==> config.mk <==
export PLATFORM = sky130hd
export DESIGN_NAME = trdb_packet_serializer
export DESIGN_NICKNAME = d
export VERILOG_FILES = /design/src/rtl/trdb_packet_serializer.sv
export SDC_FILE = /design/constraint.sdc
export NUM_CORES = 1
export LEC_CHECK = 0
export ABC_CLOCK_PERIOD_IN_PS = 3500
export CORE_MARGIN = 5
export CORE_UTILIZATION = 40
export DETAILED_ROUTE_END_ITERATION = 7
export RECOVER_POWER = 100
export SYNTH_ARGS = -nofsm -noshare
export SYNTH_HDL_FRONTEND = slang
export SYNTH_SLANG_ARGS = --single-unit
==> constraint.sdc <==
create_clock -name clk_i -period 3.5 [get_ports clk_i]
set_input_delay 0.875 -clock clk_i [delete_from_list [all_inputs] [get_ports clk_i]]
set_output_delay 0.875 -clock clk_i [all_outputs]
set_load 0.02 [all_outputs]
==> src/rtl/trdb_packet_serializer.sv <==
`default_nettype none
// ============================================================================
// Module      : trdb_packet_serializer
// Description : Packs variable-length trace packets (1..PKT_W bits,
//               LSB-first) into a contiguous stream of 32-bit words on a
//               valid/ready interface. A flush request drains any partial
//               word, zero-padded, and then pulses flush_done_o.
//               Optional feature macro: TRDB_SERIALIZER_CNT_EN enables the
//               saturating packet and word counters. Without it the counter
//               outputs are tied to zero.
// Revision    : 1.0 - initial release
// ============================================================================
module trdb_packet_serializer #(
    parameter int PKT_W = 128,
    parameter int LEN_W = 8
) (
    input  logic             clk_i,
    input  logic             rst_ni,
    // packet side
    input  logic             pkt_valid_i,
    output logic             pkt_ready_o,
    input  logic [PKT_W-1:0] pkt_bits_i,
    input  logic [LEN_W-1:0] pkt_len_i,
    // flush control
    input  logic             flush_i,
    output logic             flush_done_o,
    // word side
    output logic             word_valid_o,
    input  logic             word_ready_i,
    output logic [31:0]      word_o,
    // statistics
    output logic [31:0]      pkt_cnt_o,
    output logic [31:0]      word_cnt_o
);

    localparam int WORD_W = 32;
    localparam int BUF_W  = PKT_W + WORD_W;
    localparam int FILL_W = $clog2(BUF_W);

    localparam logic [FILL_W-1:0] C_WORD_FILL = FILL_W'(WORD_W);
    localparam logic [LEN_W-1:0]  C_LEN_MAX   = LEN_W'(PKT_W);

    localparam logic [0:0] ST_RUN   = 1'b0;
    localparam logic [0:0] ST_FLUSH = 1'b1;

    // FSM and flush-done registers
    logic [0:0]        state_q;
    logic [0:0]        state_d;
    logic              done_q;
    logic              done_d;

    // bit buffer: bits at and above fill_q are always zero
    logic [BUF_W-1:0]  buf_q;
    logic [BUF_W-1:0]  buf_d;
    logic [FILL_W-1:0] fill_q;
    logic [FILL_W-1:0] fill_d;

    // handshakes and packet conditioning
    logic              w_pkt_fire;
    logic              w_word_fire;
    logic [LEN_W-1:0]  w_len_eff;
    logic [PKT_W-1:0]  w_mask;
    logic [BUF_W-1:0]  w_pkt_ext;

    // Handshakes. Accept and emit are mutually exclusive by construction:
    // ready needs fill < 32, a word in RUN needs fill >= 32, and in FLUSH no
    // packet is accepted at all.
    assign w_pkt_fire  = pkt_valid_i  & pkt_ready_o;
    assign w_word_fire = word_valid_o & word_ready_i;

    // Over-long lengths are clamped so the mask and fill arithmetic stay
    // inside the buffer; payload bits above the length are masked off to
    // keep the region above fill_q zero.
    assign w_len_eff = (pkt_len_i > C_LEN_MAX) ? C_LEN_MAX : pkt_len_i;
    assign w_mask    = ~({PKT_W{1'b1}} << w_len_eff);
    assign w_pkt_ext = {{WORD_W{1'b0}}, pkt_bits_i & w_mask};

    // State register: FSM state plus the registered flush-done pulse
    always_ff @(posedge clk_i or negedge rst_ni) begin
        if (!rst_ni) begin
            state_q <= ST_RUN;
            done_q  <= 1'b0;
        end else begin
            state_q <= state_d;
            done_q  <= done_d;
        end
    end

    // Next-state logic: a flush is latched in RUN and ends once the buffer
    // has been fully drained; a repeated flush request in FLUSH is ignored.
    always_comb begin
        state_d = state_q;
        done_d  = 1'b0;
        case (state_q)
            ST_RUN: begin
                if (flush_i) begin
                    state_d = ST_FLUSH;
                end
            end
            ST_FLUSH: begin
                if (fill_q == '0) begin
                    state_d = ST_RUN;
                    done_d  = 1'b1;
                end
            end
            default: begin
                state_d = ST_RUN;
            end
        endcase
    end

    // Output logic: decoded from registers only, so nothing combinational
    // reaches an output from an input.
    always_comb begin
        pkt_ready_o  = (state_q == ST_RUN) && (fill_q < C_WORD_FILL);
        word_valid_o = (fill_q >= C_WORD_FILL) ||
                       ((state_q == ST_FLUSH) && (fill_q != '0));
        word_o       = buf_q[WORD_W-1:0];
        flush_done_o = done_q;
    end

    // Buffer register
    always_ff @(posedge clk_i or negedge rst_ni) begin
        if (!rst_ni) begin
            buf_q  <= '0;
            fill_q <= '0;
        end else begin
            buf_q  <= buf_d;
            fill_q <= fill_d;
        end
    end

    // Buffer next state: append a packet at the fill point, or retire the
    // low word. The right shift zero-fills, so a partial final word emitted
    // during a flush comes out padded with zeros above the valid bits.
    always_comb begin
        buf_d  = buf_q;
        fill_d = fill_q;
        if (w_pkt_fire && (w_len_eff != '0)) begin
            buf_d  = buf_q | (w_pkt_ext << fill_q);
            fill_d = fill_q + FILL_W'(w_len_eff);
        end else if (w_word_fire) begin
            buf_d  = buf_q >> WORD_W;
            fill_d = (fill_q >= C_WORD_FILL) ? (fill_q - C_WORD_FILL) : '0;
        end
    end

`ifdef TRDB_SERIALIZER_CNT_EN
    logic [31:0] pkt_cnt_q;
    logic [31:0] word_cnt_q;

    // Saturating statistics counters; a flush leaves them untouched
    always_ff @(posedge clk_i or negedge rst_ni) begin
        if (!rst_ni) begin
            pkt_cnt_q  <= '0;
            word_cnt_q <= '0;
        end else begin
            if (w_pkt_fire && (w_len_eff != '0) && (pkt_cnt_q != '1)) begin
                pkt_cnt_q <= pkt_cnt_q + 32'd1;
            end
            if (w_word_fire && (word_cnt_q != '1)) begin
                word_cnt_q <= word_cnt_q + 32'd1;
            end
        end
    end

    assign pkt_cnt_o  = pkt_cnt_q;
    assign word_cnt_o = word_cnt_q;
`else
    assign pkt_cnt_o  = '0;
    assign word_cnt_o = '0;
`endif

endmodule
`default_nettype wire

==> out/summary.txt, run 1 <==
worst-skew pair later-pin latency: 0.45 ns
flops & latches, synth: 170
first-pass GRT wire length: 176100 um
Final Skew: 0.01169 ns
Finished Layout Cells: 3788
Reg2Reg Setup Slack: 0.05 ns
synthesized area per cell: 8.187 um2
hpwl dp: 97970 um
Finished Cell Area: 27550 um2
CP max-delay cell: mux4_2
GRT Total Usage: 41.75%
share of layout cells above drive strength 1: 29.80%
Hold Crit Class: reg -> reg
H-tree depth: 4
CTS tree: built
Total Power: 23.37 mW
RSZ-0062 raised after global routing: no
FMAX: 283.6 MHz
Routed Antenna Nets: 0
boundary pin count: 240
Cell Pwr Density: 848.0 nW/um2
DRC Markers: 1
Port Buffers: 175
critical path type: in -> reg
final hold viol count: 0
fin crit period: 3.526 ns
Yosys cell types: 129
vias in the first global route: 24890
TritonRoute pass-1 iters: 8
Post-synth EDFFs: 0
Leakage: 11.27 nW
GRT Residual Overflow: 0
initial antenna violation count: 1
Synth area leader: dfrtp_1
Setup WS pre-CTS: -0.7976 ns
Mapped Area: 20830 um2
Core ar.: 51410 um2
fraction of registers with async set/reset: 100.0%
yosys warns: 0
Worst slew margin: -6.751%
RePlAce Congestion: 1.066
post-synth top area share: 20.43%
largest cells by area after synthesis: dfrtp_1 20%, mux4_2 6.8%, mux2i_1 5.7%
Final Worst Setup Slack: -0.02556 ns
Placed Cells: 3754
Initial Utilization: 40.52%
most frequent cell after synthesis: nor2_1
Final Util: 53.60%
Inserted Clock Buffers: 17
routed via count: 26160
sequential share of the synthesized area: 20.43%
outcome: finished, violations left
max-cap viol count: 1
FP Rows: 83
Slew Viols, Final: 61
Worst Path Required: 3.83 ns
fin nets: 3243
Die Footprint: 56730 um2
synth-to-layout area growth: 32.29%
Final Setup Violations: 1
nature of the critical path endpoint: flip-flop
vias per std cell: 6.906
final worst-path cycle share: 100.7%
failing checks: design-rule violations, max-capacitance violations, max-slew violations, negative setup slack
CP cell instances: buf_2 -> buf_12 -> o21ai_4 -> nand2_1 -> a32oi_4 -> o21ai_0 -> clkbuf_2 -> mux4_2 -> mux2_2 -> o21ai_1 -> a21oi_1
hold_buf cts: 0
Root Buffer: clkbuf_16
Initial DRC Count: 3797
WP data arrival: 3.86 ns
Placed Area: 27000 um2
Post-Syn Instances: 2544
Startpoint Class: input port
worst vdd ir: 0.5732 mV
die width: 238.2 um
Clock Path Buffers: 2
wire per inst: 32.81 um
Worst-path clk slew: 0.08 ns
largest net degree at the start of global routing: 105
final wirelength: 124300 um
prevailing post-synth register cell: dfrtp_1
crit-path max cell delay: 0.49 ns
Clock Sink Count: 170
worst slew pin tran: 1.601 ns
Die Ht: 238.2 um
worst-path fanout max: 15
Post-synth top cells: 248 x nor2_1, 221 x nand2_1, 170 x dfrtp_1
==> cell usage in the layout, fill, tap and decap left out, drive strengths merged, types with 57 or more instances in the layout <==
cell type      instances
a21oi                151
dfrtp                170
nor3                  57
o22ai                 87
clkbuf                57
clkdlybuf4s50        132
mux4                  63
conb                  64
buf                  619
mux2                  62
o21ai                153
nand3                 65
nor2                 251
nand2                222
mux2i                120
==> logic make-up (layout without fill, tap and decap cells) <==
logic type      count (synthesis)  in the layout  share of synthesized area (%)
simple gates                  749            749                          17.32
mux                           245            245                          16.00
xor+xnor                        6              6                         0.2523
buf+inv                       390            890                          10.81
fa+ha+maj                      10             10                         0.6127
other cells                     1             65                        0.01801
flops                         170            170                          20.43
compound gates                973            973                          34.55
==> final cells by class <==
cell class	count	area (um2)
well taps	680	850.8
fillers	4905	23850
inverters	34	128.9
multi-input cells	2047	14700
repair buffers	824	7025
clock inverters	14	131.4
diodes	1	2.502
clock buffers	18	439.2
flip-flops and latches	170	4270
==> routing by layer <==
layer | GRT usage [%] | vias up | part of all wire (%)
met4 | 20.52 | 0 | 6.9
li1 | - | 10890 | -
met5 | 0 | - | 0
met2 | 66.17 | 2058 | 44
met3 | 10.21 | 456 | 12
met1 | 53.43 | 12760 | 37
==> through the flow <==
stage                     hold slack [ns]  setup TNS (ns)
after CTS                          0.4329               0
after floorplan                    0.4431               0
after detailed placement           0.4653          -35.27
final                              0.4845        -0.02556
after global routing               0.5067               0
after global placement             0.4595          -36.90
==> registers in the layout (all words and copies together) (netlist names) <==
signal	count
buf_q	160
flush_done_o	1
state_q	1
fill_q	8
==> critical path, delay by kind of cell <==
kind | cells | cell delay, ns
and+or+nand+nor | 1 | 0.20
AOI/OAI and AO/OA | 5 | 1.30
muxes | 2 | 0.83
buffers and inverters | 3 | 0.64
==> report_power, final <==
group	total [mW]	internal [mW]	switching, mW
clock	1.92	0.960	0.965
sequential	3.56	2.70	0.868
combinational	17.9	7.26	10.6
==> path summary, 6_finish.rpt <==
check | endpoint | depth (start not counted) | start
worst max-delay path | buf_q[46]$_DFFE_PN0P_ | 11 | pkt_len_i[2]
worst min-delay path | buf_q[151]$_DFFE_PN0P_ | 2 | buf_q[151]$_DFFE_PN0P_
worst max register to register | buf_q[133]$_DFFE_PN0P_ | 12 | fill_q[0]$_DFFE_PN0P_
worst min register to register | buf_q[151]$_DFFE_PN0P_ | 2 | buf_q[151]$_DFFE_PN0P_
max in group asynchronous | buf_q[74]$_DFFE_PN0P_ | 2 | rst_ni
min in group asynchronous | buf_q[2]$_DFFE_PN0P_ | 1 | rst_ni
==> repair_timing <==
action | CTS | global route
pin swaps | 0 | 6
setup buffers | 0 | 1
gates resized for setup | 4 | 30
endpoints found under the setup margin | 5 | 30
gates cloned | 0 | 0
endpoints found under the hold margin | 0 | 0
(Power assumes the default switching activity.)
==> inputs of run 2 (changes only) <==
--- a/config.mk
+++ b/config.mk
@@ -6,7 +6,8 @@
 export NUM_CORES = 1
 export LEC_CHECK = 0
 export ABC_CLOCK_PERIOD_IN_PS = 3500
-export CORE_MARGIN = 5
+export CORE_ASPECT_RATIO = 1.2
+export CORE_MARGIN = 2
 export CORE_UTILIZATION = 40
 export DETAILED_ROUTE_END_ITERATION = 7
 export RECOVER_POWER = 100
==> run 2 against run 1 <==
  * The run ends with max-capacitance violations, max-slew violations, negative setup slack left
  * Non-clock buffer count is 54 higher
  * Via count is 0.63% lower
  * Sequential cell count stayed put
  * Highest routed layer is now met5
==> out/summary.txt, run 2 (same netlist as run 1, synthesis figures left out) <==
Worst-path clk slew: 0.07 ns
Cell Pwr Density: 853.0 nW/um2
area occupied by multi-input gates: 14790 um2
final hold viol count: 0
FP Rows: 91
CP endpoint: buf_q[148]$_DFFE_PN0P_
TritonRoute pass-1 iters: 7
worst-skew pair later-pin latency: 0.46 ns
crit-path max cell delay: 0.51 ns
CTS tree: built
GRT Residual Overflow: 0
WL met2: 51230 um
Critical Path Start: pkt_len_i[4]
fin crit period: 3.553 ns
Clock Path Buffers: 2
hold_buf cts: 0
wire per inst: 32.09 um
Core ar.: 51460 um2
largest net degree at the start of global routing: 109
Root Buffer: clkbuf_16
Worst Path Required: 3.87 ns
Routed Antenna Nets: 0
reg2reg path depth: 12
vias in the first global route: 24930
Finished Cell Area: 28070 um2
Placed Area: 27370 um2
Reg2Reg Launch Point: fill_q[0]$_DFFE_PN0P_
final wirelength: 123800 um
final hold slack: 0.4818 ns
GRT Total Usage: 45.08%
routed wl met3: 13400 um
Most flops, register: buf_q
DRC Markers: 0
Final Skew: 0.01458 ns
RePlAce Congestion: 1.046
die width: 212.3 um
met1 WL: 48190 um
CP cell instances: buf_2 -> buf_12 -> buf_4 -> buf_4 -> nand2_1 -> buf_4 -> o21ai_0 -> nand2_1 -> mux2_2 -> mux2i_1 -> mux4_2 -> nand3_1 -> a41oi_2
Crit Reg-Reg Endpoint: buf_q[119]$_DFFE_PN0P_
first-pass GRT wire length: 176100 um
fin nets: 3297
Die Footprint: 53920 um2
CP most frequent cell: buf_4
outcome: finished, violations left
WP data arrival: 3.92 ns
Final Util: 54.54%
max-cap viol count: 1
max reg flops: 160
H-tree depth: 4
Leakage: 11.56 nW
failing checks: max-capacitance violations, max-slew violations, negative setup slack
Port Buffers: 175
FMAX: 281.4 MHz
worst slew pin tran: 1.871 ns
commonest non-fill, non-tap cell in the layout: buf_4
Clock Sink Count: 170
worst-path fanout max: 10
Total Power: 23.94 mW
hpwl dp: 97800 um
most frequent cells in the layout: 624 x buf_4, 246 x nor2_1, 219 x nand2_1
Startpoint Class: input port
Sequential Area: 4273 um2
worst vdd ir: 0.4339 mV
Hold Crit Class: reg -> reg
Initial DRC Count: 3949
Worst slew margin: -24.70%
Initial Utilization: 40.47%
boundary pin count: 240
synth-to-layout area growth: 34.77%
CP max-delay cell: mux4_2
Highest Signal Layer: met5
share of layout cells above drive strength 1: 31.48%
Inserted Clock Buffers: 17
Reg2Reg Setup Slack: 0.04 ns
routed via count: 26000
final worst-path cycle share: 101.5%
vias per std cell: 6.736
critical path type: in -> reg
setup TNS: -0.06788 ns
Final Worst Setup Slack: -0.05320 ns
initial antenna violation count: 6
Die Ht: 254.0 um
Largest regs: buf_q (160), fill_q (8)
Slew Viols, Final: 68
Fillers: 4893
Final Setup Violations: 2
nature of the critical path endpoint: flip-flop
==> run 2: cell types whose count changed in the layout (fill, tap and decap cells not counted), moves of 4 or more <==
cell and delta:
clkbuf_4 -10, clkbuf_2 +11, a2111oi_0 -4, buf_6 -6, buf_4 +56
==> run 2: layout make-up <==
cell class,count,share of cell area [%]
multi-input combinational,2047,52.68
timing repair buffer,878,26.39
sequential,170,15.22
tap,697,3.107
clock buffer,17,1.516
clock inverter,15,0.6107
inverter,34,0.4591
antenna,1,0.008915
==> run 2: how the worst min path moves through the flow <==
stage,from,to,cells past startpoint
floorplan,buf_q[151]$_DFFE_PN0P_,buf_q[151]$_DFFE_PN0P_,2
global placement,buf_q[145]$_DFFE_PN0P_,buf_q[145]$_DFFE_PN0P_,2
detailed placement,buf_q[159]$_DFFE_PN0P_,buf_q[159]$_DFFE_PN0P_,1
CTS,rst_ni,buf_q[120]$_DFFE_PN0P_,1
global route,buf_q[159]$_DFFE_PN0P_,buf_q[159]$_DFFE_PN0P_,1
finish,buf_q[21]$_DFFE_PN0P_,buf_q[21]$_DFFE_PN0P_,1
==> run 2: worst max-delay path: cells and delay by family <==
kind                   cells  cell delay [ns]
muxes                      3             1.34
AOI/OAI and AO/OA          2             0.37
and+or+nand+nor            3             0.58
buffers and inverters      5             0.76
==> run 2: layer usage <==
metal	GRT usage [%]	vias to the layer above
met5	0	-
met1	58.38	12460
met4	32.05	6
met3	10.27	503
met2	65.96	2047
li1	-	10980
==> run 2: per-stage QoR <==
step	setup slack [ns]	std cells
6_report	-0.05320	3859
5_1_grt	-0.002118	3858
4_1_cts	0.0006768	3856
3_5_place_dp	-1.150	3820
3_3_place_gp	-1.088	3820
2_1_floorplan	0.01102	2607
==> run 2: report_power, final <==
| part | switching [mW] | leakage (nW) | total, mW | internal (mW) |
|---|---|---|---|---|
| Clock | 0.972 | 0.292 | 2.00 | 1.02 |
| Combinational | 10.9 | 9.21 | 18.4 | 7.53 |
| Sequential | 0.870 | 2.06 | 3.57 | 2.70 |
| Total | 12.7 | 11.6 | 23.9 | 11.2 |
==> run 2: repair_timing <==
action / CTS / global route
pin swaps: 2 / 5
hold endpoints to repair: 0 / 0
gates resized for setup: 11 / 37
setup buffers: 4 / 2
setup endpoints to repair: 18 / 40
gates cloned: 0 / 0
